**config.mk**
```make
export PLATFORM = sky130hd
export DESIGN_NAME = uart_arbiter_flat
export DESIGN_NICKNAME = d
export VERILOG_FILES = /design/src/rtl/uart_arbiter_if.sv /design/src/rtl/uart_arbiter.sv /design/src/flat_wrapper.sv
export SDC_FILE = /design/constraint.sdc
export NUM_CORES = 1
export LEC_CHECK = 0
export BUFFER_PORTS_ARGS = -buffer_cell sky130_fd_sc_hd__buf_2
export CORE_MARGIN = 2
export CORE_UTILIZATION = 49
export DETAILED_ROUTE_END_ITERATION = 8
export GPL_TIMING_DRIVEN = 0
export PLACE_DENSITY_LB_ADDON = 0.12
export SLEW_MARGIN = 20
export SYNTH_ARGS = -nofsm -noshare
export SYNTH_HDL_FRONTEND = slang
export SYNTH_SLANG_ARGS = --single-unit
export TNS_END_PERCENT = 50
```
**constraint.sdc**
```tcl
create_clock -name clk -period 2.9 [get_ports clk]
set_input_delay 0.435 -clock clk [delete_from_list [all_inputs] [get_ports clk]]
set_output_delay 0.435 -clock clk [all_outputs]
set_load 0.1 [all_outputs]
```
**src/rtl/uart_arbiter_if.sv**
```systemverilog
// Requester and uart_controller signals shared by uart_arbiter; slave is the arbiter side.
// Combinational bundle only: no latency, commands are held by the requester until done/err.
interface uart_arbiter_if;
  logic [1:0]  r0_cmd;
  logic [15:0] r0_data;
  logic        r0_done;
  logic        r0_err;
  logic [1:0]  r1_cmd;
  logic [15:0] r1_data;
  logic        r1_done;
  logic        r1_err;
  logic [7:0]  rd_data;
  logic        u_wr_en;
  logic        u_read;
  logic        u_baud_wr;
  logic [15:0] u_data;
  logic [7:0]  u_data_out;
  logic        u_wait;
  logic        busy;

  modport slave (
    input  r0_cmd, r0_data, r1_cmd, r1_data, u_data_out, u_wait,
    output r0_done, r0_err, r1_done, r1_err, rd_data,
    output u_wr_en, u_read, u_baud_wr, u_data, busy
  );

  modport master (
    output r0_cmd, r0_data, r1_cmd, r1_data, u_data_out, u_wait,
    input  r0_done, r0_err, r1_done, r1_err, rd_data,
    input  u_wr_en, u_read, u_baud_wr, u_data, busy
  );
endinterface

```
**src/rtl/uart_arbiter.sv**
```systemverilog
// Round-robin arbiter serialising two held-command requesters onto one uart_controller.
// Write/baud done 4 cycles after grant, read 4 + wait cycles; rejected writes retried, loser's cmd just waits.
module uart_arbiter #(
  parameter int RETRY_GAP   = 2,
  parameter int MAX_RETRIES = 255
) (
  input  logic           clk,
  input  logic           rst,
  uart_arbiter_if.slave  bus
);

  typedef enum logic [2:0] {
    IDLE, ISSUE, SETTLE, CHECK, GAP, DONE, ERR
  } state_t;

  localparam logic [1:0] CMD_WR   = 2'b01;
  localparam logic [1:0] CMD_RD   = 2'b10;
  localparam logic [1:0] CMD_BAUD = 2'b11;
  localparam logic [7:0] MAX_R    = 8'(MAX_RETRIES);
  localparam logic [7:0] GAP_LAST = 8'(RETRY_GAP - 1);

  state_t      state_q, state_d;
  logic        gnt_q, gnt_d;
  logic        last_grant_q, last_grant_d;
  logic [1:0]  cmd_q, cmd_d;
  logic [15:0] data_q, data_d;
  logic [7:0]  retry_q, retry_d;
  logic [7:0]  gap_q, gap_d;
  logic [7:0]  rd_data_q, rd_data_d;
  logic        win;
  logic [7:0]  retry_inc;
  logic        pend0, pend1;

  assign pend0 = (bus.r0_cmd != 2'b00);
  assign pend1 = (bus.r1_cmd != 2'b00);

  always_comb begin
    state_d       = state_q;
    gnt_d         = gnt_q;
    last_grant_d  = last_grant_q;
    cmd_d         = cmd_q;
    data_d        = data_q;
    retry_d       = retry_q;
    gap_d         = gap_q;
    rd_data_d     = rd_data_q;
    win           = 1'b0;
    retry_inc     = (retry_q == 8'hFF) ? retry_q : retry_q + 8'd1;
    bus.u_wr_en   = 1'b0;
    bus.u_read    = 1'b0;
    bus.u_baud_wr = 1'b0;
    bus.r0_done   = 1'b0;
    bus.r0_err    = 1'b0;
    bus.r1_done   = 1'b0;
    bus.r1_err    = 1'b0;

    case (state_q)
      IDLE: begin
        if (pend0 || pend1) begin
          // On a tie the requester not served last wins; otherwise whoever is pending.
          win     = (pend0 && pend1) ? ~last_grant_q : pend1;
          gnt_d   = win;
          cmd_d   = win ? bus.r1_cmd : bus.r0_cmd;
          data_d  = win ? bus.r1_data : bus.r0_data;
          state_d = ISSUE;
        end
      end
      ISSUE: begin
        bus.u_wr_en   = (cmd_q == CMD_WR);
        bus.u_read    = (cmd_q == CMD_RD);
        bus.u_baud_wr = (cmd_q == CMD_BAUD);
        state_d       = SETTLE;
      end
      SETTLE: state_d = CHECK;
      CHECK: begin
        case (cmd_q)
          CMD_WR: begin
            if (!bus.u_wait) begin
              state_d = DONE;
            end else begin
              retry_d = retry_inc;
              if (MAX_R != 8'd0 && retry_inc >= MAX_R) begin
                state_d = ERR;
              end else begin
                gap_d   = 8'd0;
                state_d = GAP;
              end
            end
          end
          CMD_RD: begin
            if (!bus.u_wait) begin
              rd_data_d = bus.u_data_out;
              state_d   = DONE;
            end
          end
          default: state_d = DONE;
        endcase
      end
      GAP: begin
        if (gap_q == GAP_LAST) begin
          state_d = ISSUE;
        end else begin
          gap_d = gap_q + 8'd1;
        end
      end
      DONE: begin
        bus.r0_done  = ~gnt_q;
        bus.r1_done  = gnt_q;
        last_grant_d = gnt_q;
        retry_d      = 8'd0;
        state_d      = IDLE;
      end
      ERR: begin
        bus.r0_err   = ~gnt_q;
        bus.r1_err   = gnt_q;
        last_grant_d = gnt_q;
        retry_d      = 8'd0;
        state_d      = IDLE;
      end
      default: state_d = IDLE;
    endcase
  end

  assign bus.busy    = (state_q != IDLE);
  assign bus.u_data  = (state_q != IDLE) ? data_q : 16'h0000;
  assign bus.rd_data = rd_data_q;

  always_ff @(posedge clk) begin
    if (rst) begin
      state_q      <= IDLE;
      gnt_q        <= 1'b0;
      last_grant_q <= 1'b1;
      cmd_q        <= 2'b00;
      data_q       <= 16'h0000;
      retry_q      <= 8'd0;
      gap_q        <= 8'd0;
      rd_data_q    <= 8'h00;
    end else begin
      state_q      <= state_d;
      gnt_q        <= gnt_d;
      last_grant_q <= last_grant_d;
      cmd_q        <= cmd_d;
      data_q       <= data_d;
      retry_q      <= retry_d;
      gap_q        <= gap_d;
      rd_data_q    <= rd_data_d;
    end
  end

endmodule

```
**src/flat_wrapper.sv**
```systemverilog
// flat-port wrapper written by rule: the top's interface ports become plain ports
module uart_arbiter_flat 
#(
  parameter int RETRY_GAP   = 2,
  parameter int MAX_RETRIES = 255
)
  (clk, rst, bus_r0_cmd, bus_r0_data, bus_r1_cmd, bus_r1_data, bus_u_data_out, bus_u_wait, bus_r0_done, bus_r0_err, bus_r1_done, bus_r1_err, bus_rd_data, bus_u_wr_en, bus_u_read, bus_u_baud_wr, bus_u_data, bus_busy);
  uart_arbiter_if bus_i ();
  input  logic clk;
  input  logic rst;
  input wire logic [$bits(bus_i.r0_cmd)-1:0] bus_r0_cmd;
  input wire logic [$bits(bus_i.r0_data)-1:0] bus_r0_data;
  input wire logic [$bits(bus_i.r1_cmd)-1:0] bus_r1_cmd;
  input wire logic [$bits(bus_i.r1_data)-1:0] bus_r1_data;
  input wire logic [$bits(bus_i.u_data_out)-1:0] bus_u_data_out;
  input wire logic [$bits(bus_i.u_wait)-1:0] bus_u_wait;
  output wire logic [$bits(bus_i.r0_done)-1:0] bus_r0_done;
  output wire logic [$bits(bus_i.r0_err)-1:0] bus_r0_err;
  output wire logic [$bits(bus_i.r1_done)-1:0] bus_r1_done;
  output wire logic [$bits(bus_i.r1_err)-1:0] bus_r1_err;
  output wire logic [$bits(bus_i.rd_data)-1:0] bus_rd_data;
  output wire logic [$bits(bus_i.u_wr_en)-1:0] bus_u_wr_en;
  output wire logic [$bits(bus_i.u_read)-1:0] bus_u_read;
  output wire logic [$bits(bus_i.u_baud_wr)-1:0] bus_u_baud_wr;
  output wire logic [$bits(bus_i.u_data)-1:0] bus_u_data;
  output wire logic [$bits(bus_i.busy)-1:0] bus_busy;
  assign bus_i.r0_cmd = bus_r0_cmd;
  assign bus_i.r0_data = bus_r0_data;
  assign bus_i.r1_cmd = bus_r1_cmd;
  assign bus_i.r1_data = bus_r1_data;
  assign bus_i.u_data_out = bus_u_data_out;
  assign bus_i.u_wait = bus_u_wait;
  assign bus_r0_done = bus_i.r0_done;
  assign bus_r0_err = bus_i.r0_err;
  assign bus_r1_done = bus_i.r1_done;
  assign bus_r1_err = bus_i.r1_err;
  assign bus_rd_data = bus_i.rd_data;
  assign bus_u_wr_en = bus_i.u_wr_en;
  assign bus_u_read = bus_i.u_read;
  assign bus_u_baud_wr = bus_i.u_baud_wr;
  assign bus_u_data = bus_i.u_data;
  assign bus_busy = bus_i.busy;
  uart_arbiter #(.RETRY_GAP(RETRY_GAP), .MAX_RETRIES(MAX_RETRIES)) u_core (.clk(clk), .rst(rst), .bus(bus_i));
endmodule
```
* Yosys cells after proc, flatten, opt, wreduce, memory -nomap -nowiden
Index checks and enable logic that the tools add are counted.
** Word-level totals
- Register bits :: 47
- Bits of input ports :: 47
- Logic and storage cells :: 73
- Output and inout port bits :: 32
** Cells by class
- Multiplexer cells :: 27
- $lt $le $gt $ge :: 1
- Add/subtract/negate cells :: 2
- Bitwise gates (word level) :: 3
- Equal/unequal tests :: 18
- Reduce and logical (&&, ||, !) cells :: 14
** Operators with widths (count)
- $mux W8 :: 7
- $mux W16 :: 2
- $pmux W8 S2 :: 2
- $add A8 B1 Y8 const B :: 2
- $pmux W3 S5 :: 1
- $mux W3 :: 4
- $eq A3 B3 Y1 const B :: 3
- $reduce_and A3 Y1 :: 3
- $eq A8 B1 Y1 const B :: 1
- $eq A8 B8 Y1 const B :: 1
- $ge A8 B8 Y1 const B :: 1
- $mux W1 :: 8
- $reduce_bool A2 Y1 :: 4
- $eq A3 B2 Y1 const B :: 2
- $ne A2 B1 Y1 const B :: 3
- $ne A2 B2 Y1 const B :: 3
- $pmux W3 S2 :: 1
- $reduce_and A5 Y1 :: 1
- $eq A2 B2 Y1 const B :: 2
- $mux W2 :: 2
- $eq A3 B1 Y1 const B :: 1
- $logic_not A3 Y1 :: 1
- $ne A3 B3 Y1 const B :: 1
- $not A1 Y1 :: 3
- 6 further kinds :: 6

* Logic depth before layout (Yosys ltp)
Gate-level depths: netlist (run 1).
- Word-level depth :: 7
- Depth in mapped cells :: 7
- Mapped depth without buffers :: 7

* Worst setup path before layout (run 1)
Ideal clock, no wire load.
- Path kind :: register to output
- Start point :: register u_core.state_q[0]
- End point :: output port bus_u_wr_en
- Setup slack :: -1131 ps
- Arrival time :: 3596 ps
- Cell stages (with the launch flop) :: 3
- Required time :: 2465 ps
- Path buffers :: 0
- Path through :: dfxtp_1 > nor2b_1 > nor4bb_1
** On the way
- Word-level cells in the longest chain between the ends :: 2
** RTL lines
- start: declaration :: line uart_arbiter.sv:22 : state_t state_q, state_d;
- start signal: assignment :: line uart_arbiter.sv:138 : state_q <= state_d;
- $eq A3 B1 Y1 :: line uart_arbiter.sv:56 : case (state_q)
- $mux W1 :: line uart_arbiter.sv:56
- end: declaration :: line flat_wrapper.sv:22 : output wire logic [$bits(bus_i.u_wr_en)-1:0] bus_u_wr_en;
No other way between the ends.

* Worst setup path after layout (run 1)
- Start point :: register u_core.state_q[1]
- End point :: output port bus_u_data[11]
** On the way
- Word-level cells in the longest chain between the ends :: 2
** RTL lines
- $reduce_bool A3 Y1 :: line uart_arbiter.sv:124 : assign bus.u_data = (state_q != IDLE) ? data_q : 16'h0000;
- $mux W16 :: line uart_arbiter.sv:124
- end: declaration :: line flat_wrapper.sv:25 : output wire logic [$bits(bus_i.u_data)-1:0] bus_u_data;
No other way between the ends.

==> qor.yml, run 1 <==
dieArea_sq_um: 5600
worst_pin_slew_ns: 0.775
hold_end: "u_core.bus.rd_data[0]"
gr-total-overflow: 0
r2r_end: "u_core.state_q[1]"
startpoint: "u_core.state_q[1]"
antenna_found_initial: 0
rows: 25
synth_edf_count: 0
worstSkewPairLatency_ns: 0.30
first_iter_violations: 139
status: "complete, no violations"
maxCapViolations: 0
numPortBuffers: 77
r2r_cells: 6
postCtsSetupBuffers: 0
finalMaxSlewViolations: 0
synth_area_leader_cell: "dfxtp_1"
viasPerCell: 5.36
tns_ns: 0
post-route-drc-count: 0
initial_core_util_pct: 51.3
path_class: "register to output port"
cts_max_path_buffers: 2
worstSetupStartpointType: "register"
clock_sinks: 47
first_global_vias: 2148
synthArstFlopShare_pct: 0
clockRootBuffer: "clkbuf_8"
crit_path_end_kind: "output port"
cts.clk_slew.worst_paths_ns: 0.08
yosysSeqAreaShare_pct: 38.3
dr.max_layer_used: "met4"
pin_count: 79
hold_path.startpoint: "bus_u_data_out[0]"
routabilityCongestion: 0.880
grt_max_degree: 14
die_w_um: 74.8
setup_ws_ns: 0.256
timing.final.crit_share_pct: 91.2
hold_path_class: "input port to register"
nNetsFinal: 432
drive_gt1_share_pct: 24.6
setup_viol: 0
holdPathStages: 3
fin_crit_ns: 2.64
pre_cts_slack_ns: 0.598
synth_top_area_share_pct: 38.3
fillers: 449
die_h_um: 74.8
core_sq_um: 4790
drt-met1-wl_um: 2630
wl_met2_um: 2850
cts_resized: 0
grt_pass1_wl_um: 9380
area_delta_synth_final_pct: 23.9
crit_required_ns: 2.47
ys_top_cells_by_area: "dfxtp_1 (38%), mux2i_1 (11%), nor2_1 (8.1%)"
synth.avg_cell_area_sq_um: 8.25
synth_warnings: 0
peakVddDrop_v: 0.000475
ff2ff_setup_slack_ns: 0.60
htree_levels: 2
wl_per_cell_um: 13.2
arrival_ns: 2.21
detail-route-antenna-nets: 0
ys_types: 43
synth_seq_cells: 47
finalClockSkew_ns: 0.00492
critPathMaxFanout: 10
cts_buffers: 5
synth_top_flop_cell: "dfxtp_1"
drt_wl_total_um: 5910
vias: 2407
dr.pass1.iters: 4
r2r_start: "u_core.retry_q[0]"
synth_most_common_cell: "nor2_1"
dp_hpwl_um: 4470
synthCells: 298
max_freq_mhz: 378
cellLeakagePower_nw: 1.31
finalHoldViolations: 0
cts_tree: "yes"
power_density_nw_per_um2: 595
hold_buffers: 0
synthTopCellsByCount: "nor2_1 (53), dfxtp_1 (47), mux2i_1 (26), a211oi_1 (23), nor2b_1 (20)"
wl_met3_um: 363
slew-limit-headroom_pct: 48.0
grtUsageTotal_pct: 21.7
netlist_area_sq_um: 2460
grt_setup_unrepaired: "false"
syn_nets: 348
antennaDiodeCount: 0
## registers in the layout (all words and copies together) (netlist names)
signal               cells
u_core.bus.rd_data       8
u_core.cmd_q             2
u_core.data_q           16
u_core.gap_q             8
u_core.gnt_q             1
u_core.last_grant_q      1
u_core.retry_q           8
u_core.state_q           3
## per-layer routing
metal	up-vias	global-route usage [%]
li1	1230	-
met1	1107	26.6
met2	62	38.0
met3	8	4.95
met4	0	6.55
met5	-	0
## cell families after synthesis
| kind of cell | count (synthesis) | synth area share (%) |
|---|---|---|
| AOI/OAI and AO/OA | 63 | 18.0 |
| xor gates and xnor gates | 3 | 1.07 |
| adders and majority gates | 3 | 1.53 |
| buffers and inverters | 24 | 3.82 |
| DFF | 47 | 38.3 |
| muxes | 26 | 10.6 |
| and+or+nand+nor | 132 | 26.7 |
## cells in the final DEF, fill, tap and decap left out, types with 2 or more instances in the layout
| cell | count |
|---|---|
| inv_1 | 8 |
| buf_2 | 80 |
| or3_1 | 3 |
| nor2_1 | 53 |
| or2_2 | 2 |
| xnor2_1 | 3 |
| mux2i_1 | 26 |
| a211oi_1 | 23 |
| nor2b_1 | 20 |
| nand4_1 | 3 |
| a31oi_1 | 2 |
| o21ai_0 | 12 |
| nand2_1 | 16 |
| and4_1 | 2 |
| nor3_1 | 10 |
| and3_1 | 5 |
| clkbuf_1 | 14 |
| clkbuf_8 | 5 |
| nor4_1 | 2 |
| a21oi_1 | 12 |
| dfxtp_1 | 47 |
| nand3b_1 | 2 |
| nand3_1 | 7 |
| ha_1 | 3 |
| a311oi_1 | 2 |
## metrics by stage
| step | util (%) | total power, mW | instance area, sq um | hold slack (ns) | std cells |
|---|---|---|---|---|---|
| 5_1_grt | 63.6 | 1.89 | 3040 | 0.374 | 449 |
| 6_report | 63.6 | 1.81 | 3040 | 0.365 | 449 |
| 3_3_place_gp | 61.5 | 1.35 | 2940 | 0.472 | 442 |
| 2_1_floorplan | - | 1.23 | 2470 | 0.474 | 298 |
| 4_1_cts | 63.6 | 1.82 | 3040 | 0.362 | 449 |
| 3_5_place_dp | 61.5 | 1.36 | 2940 | 0.484 | 442 |
## power breakdown
group / switching, mW / internal (mW) / leakage [nW]
logic: 0.462 / 0.146 / 0.870
registers: 0.0346 / 0.698 / 0.384
clock network: 0.218 / 0.253 / 0.0513
total: 0.714 / 1.10 / 1.31
## final cells by class
cell class / instances / area [sq um] / area share, %
Buffer: 16 / 63.8 / 2.10
Multi-Input combinational cell: 227 / 1440 / 47.2
Inverter: 8 / 30.0 / 0.986
Clock inverter: 1 / 30.0 / 0.986
Clock buffer: 6 / 72.6 / 2.38
Sequential cell: 47 / 941 / 30.9
Timing Repair Buffer: 77 / 385 / 12.7
Tap cell: 67 / 83.8 / 2.75
## worst max-delay path, stage by stage (launching register included)
cell and delay, ns:
dfxtp_1 0.38, nor3_1 0.27, clkbuf_1 0.37, clkbuf_1 0.46, nor2b_1 0.11, buf_2 0.31
## how the worst max path moves through the flow
stage | to | slack (ns) | cells past startpoint
after floorplan | bus_u_data[10] | 0.24 | 4
after global placement | bus_u_data[11] | 0.60 | 5
after detailed placement | bus_u_data[11] | 0.60 | 5
after CTS | bus_u_data[11] | 0.26 | 5
after global routing | bus_u_data[11] | 0.10 | 5
final | bus_u_data[11] | 0.26 | 5
Power figures use the tool's default switching activity.
==> run 2, diff against run 1 <==
Clock period 2.9 ns to 3.4 ns, I/O delays scaled along.
==> run 2 against run 1 <==
Die area stayed put. Non-clock buffer count stayed put. Setup slack better by 0.44 ns. Combinational power is 15% lower. Critical path type unchanged. Sequential share of layout area is 0.27 points higher. Largest cell class unchanged. Via count is 1.1% higher. Cell area is 0.86% lower. Register-to-register slack better by 0.51 ns. Total power is 19% lower. Hold slack better by 0.069 ns.
==> qor.yml, run 2 (synthesized netlist as in run 1, its figures left out) <==
maxCapViolations: 0  # unchanged
grtUsageTotal_pct: 22.6  # +0.87 points
nNetsFinal: 432  # unchanged
area_delta_synth_final_pct: 22.8
max_freq_mhz: 370
drt_wl_total_um: 5960  # +0.81%
status: "complete, no violations"
peakVddDrop_v: 0.000321  # -32%
hold_ws_ns: 0.434  # +0.0687 ns
initial_core_util_pct: 51.3  # unchanged
arrival_ns: 2.19  # -0.02 ns
finalMaxSlewViolations: 0  # unchanged
clockRootBuffer: "clkbuf_8"
first_global_vias: 2175  # +1.3%
viasPerCell: 5.41  # +0.86%
dp_hpwl_um: 4480  # +0.26%
cts_max_path_buffers: 2  # unchanged
p_int_mw: 0.861  # -21%
postCtsSetupBuffers: 0  # unchanged
pin_count: 79  # unchanged
r2r_cells: 6  # unchanged
hold_buffers: 0  # unchanged
drive_gt1_share_pct: 24.8  # +0.20 points
slew-limit-headroom_pct: 47.1  # -0.93 points
antennaDiodeCount: 0  # unchanged
detail-route-antenna-nets: 0  # unchanged
die_h_um: 74.8  # unchanged
clock_sinks: 47  # unchanged
cts_tree: "yes"
routabilityCongestion: 0.862  # -2.0%
hold_path.startpoint: "bus_u_data_out[2]"
antenna_found_initial: 0  # unchanged
crit_required_ns: 2.89  # +0.42 ns
cellLeakagePower_nw: 1.29  # -0.86%
fin_area_sq_um: 3020  # -0.86%
r2r_start: "u_core.retry_q[0]"
fin_crit_ns: 2.70
p_comb_share_pct: 34.8  # +1.2 points
vias: 2433  # +1.1%
power_frac_seq_pct: 42.4  # +1.9 points
setup_viol: 0  # unchanged
worst_pin_slew_ns: 0.789  # +0.0139 ns
first_iter_violations: 173  # +24%
worstSkewPairLatency_ns: 0.31  # about the same
die_w_um: 74.8  # unchanged
p_clk_share_pct: 22.7  # -3.3 points
largest_reg_flops: 16  # unchanged
top_register: "u_core.data_q"
path_class: "register to output port"
gr-total-overflow: 0  # unchanged
ff2ff_setup_slack_ns: 1.11  # +0.51 ns
crit_path_end_kind: "output port"
hold_path_class: "input port to register"
holdPathStages: 3  # unchanged
cts_buffers: 5  # unchanged
r2r_end: "u_core.state_q[1]"
rows: 25  # unchanged
tns_ns: 0  # unchanged
core_sq_um: 4790  # unchanged
post-route-drc-count: 0  # unchanged
timing.final.crit_share_pct: 79.4
critPathMaxFanout: 10  # unchanged
final_cell_mix: "buf_2 (80), nor2_1 (53), dfxtp_1 (47), mux2i_1 (26), a211oi_1 (23)"
cts.clk_slew.worst_paths_ns: 0.09  # about the same
p_sw_share_pct: 41.5  # +2.1 points
power_density_nw_per_um2: 488  # -18%
numPortBuffers: 77  # unchanged
htree_levels: 2  # unchanged
grt_setup_unrepaired: "false"
grt_pass1_wl_um: 9740  # +3.8%
dr.pass1.iters: 4  # unchanged
finalClockSkew_ns: 0.0107  # +0.00574 ns
grt_max_degree: 15  # +1
wl_per_cell_um: 13.2  # +0.59%
dieArea_sq_um: 5600  # unchanged
cts_resized: 0  # unchanged
finalHoldViolations: 0  # unchanged
p_sw_mw: 0.612  # -14%
mostFrequentLayoutCell: "buf_2"
hold_end: "u_core.bus.rd_data[2]"
post_dp_cell_area_sq_um: 2930  # -0.30%
worstSetupStartpointType: "register"
run 2: cell count changes in the layout (fill, tap and decap cells not counted):
cell and delta:
bufinv_16 -1, clkinv_2 +1, clkinvlp_4 +1, nor4bb_2 +1, nor4bb_4 -1
run 2: worst max-delay path by stage:
stage,start,slack (ns),cells after the start,end
floorplan,u_core.state_q[0],0.38,2,bus_u_wr_en
global placement,u_core.state_q[1],1.01,5,bus_u_data[11]
detailed placement,u_core.state_q[0],1.00,5,bus_u_data[11]
CTS,u_core.state_q[1],0.66,5,bus_u_data[11]
global route,u_core.state_q[1],0.51,5,bus_u_data[11]
finish,u_core.state_q[1],0.70,5,bus_u_data[11]
run 2: stage by stage:
step	power, mW	std cells	worst slack [ns]	util, %
4_1_cts	1.49	450	0.656	63.1
2_1_floorplan	1.05	298	0.377	-
3_3_place_gp	1.15	442	1.01	61.3
5_1_grt	1.55	450	0.515	63.1
6_report	1.47	450	0.699	63.1
3_5_place_dp	1.15	442	1.00	61.3
run 2: layout make-up:
cell class                 count  area (sq um)
fill                         460          1770
multi-input combinational    227          1430
sequential                    47           941
timing repair buffer          77           385
tap                           67          83.8
clock buffer                   6          72.6
buffer                        16          63.8
inverter                       8          30.0
clock inverter                 2          12.5
run 2: power by group through the flow:
stage,sequential [mW],combinational [mW],clock (mW)
6_report,0.625,0.513,0.335
3_3_place_gp,0.636,0.512,0
4_1_cts,0.625,0.515,0.344
3_5_place_dp,0.638,0.515,0
2_1_floorplan,0.635,0.411,0
5_1_grt,0.632,0.550,0.366
run 2: worst max-delay path, cell delays in order (launching register included):
cell and delay, ns:
dfxtp_1 0.39, nor3_1 0.26, clkbuf_1 0.39, clkbuf_1 0.43, nor2b_1 0.10, buf_2 0.31
run 2: layer usage:
metal  vias to the layer above  track usage [%]  wire length (um)
met4                         0             7.14                69
met2                        75             38.2              2910
li1                       1239                -                 -
met5                         -                0                 0
met3                         7             6.02               358
met1                      1112             28.1              2620
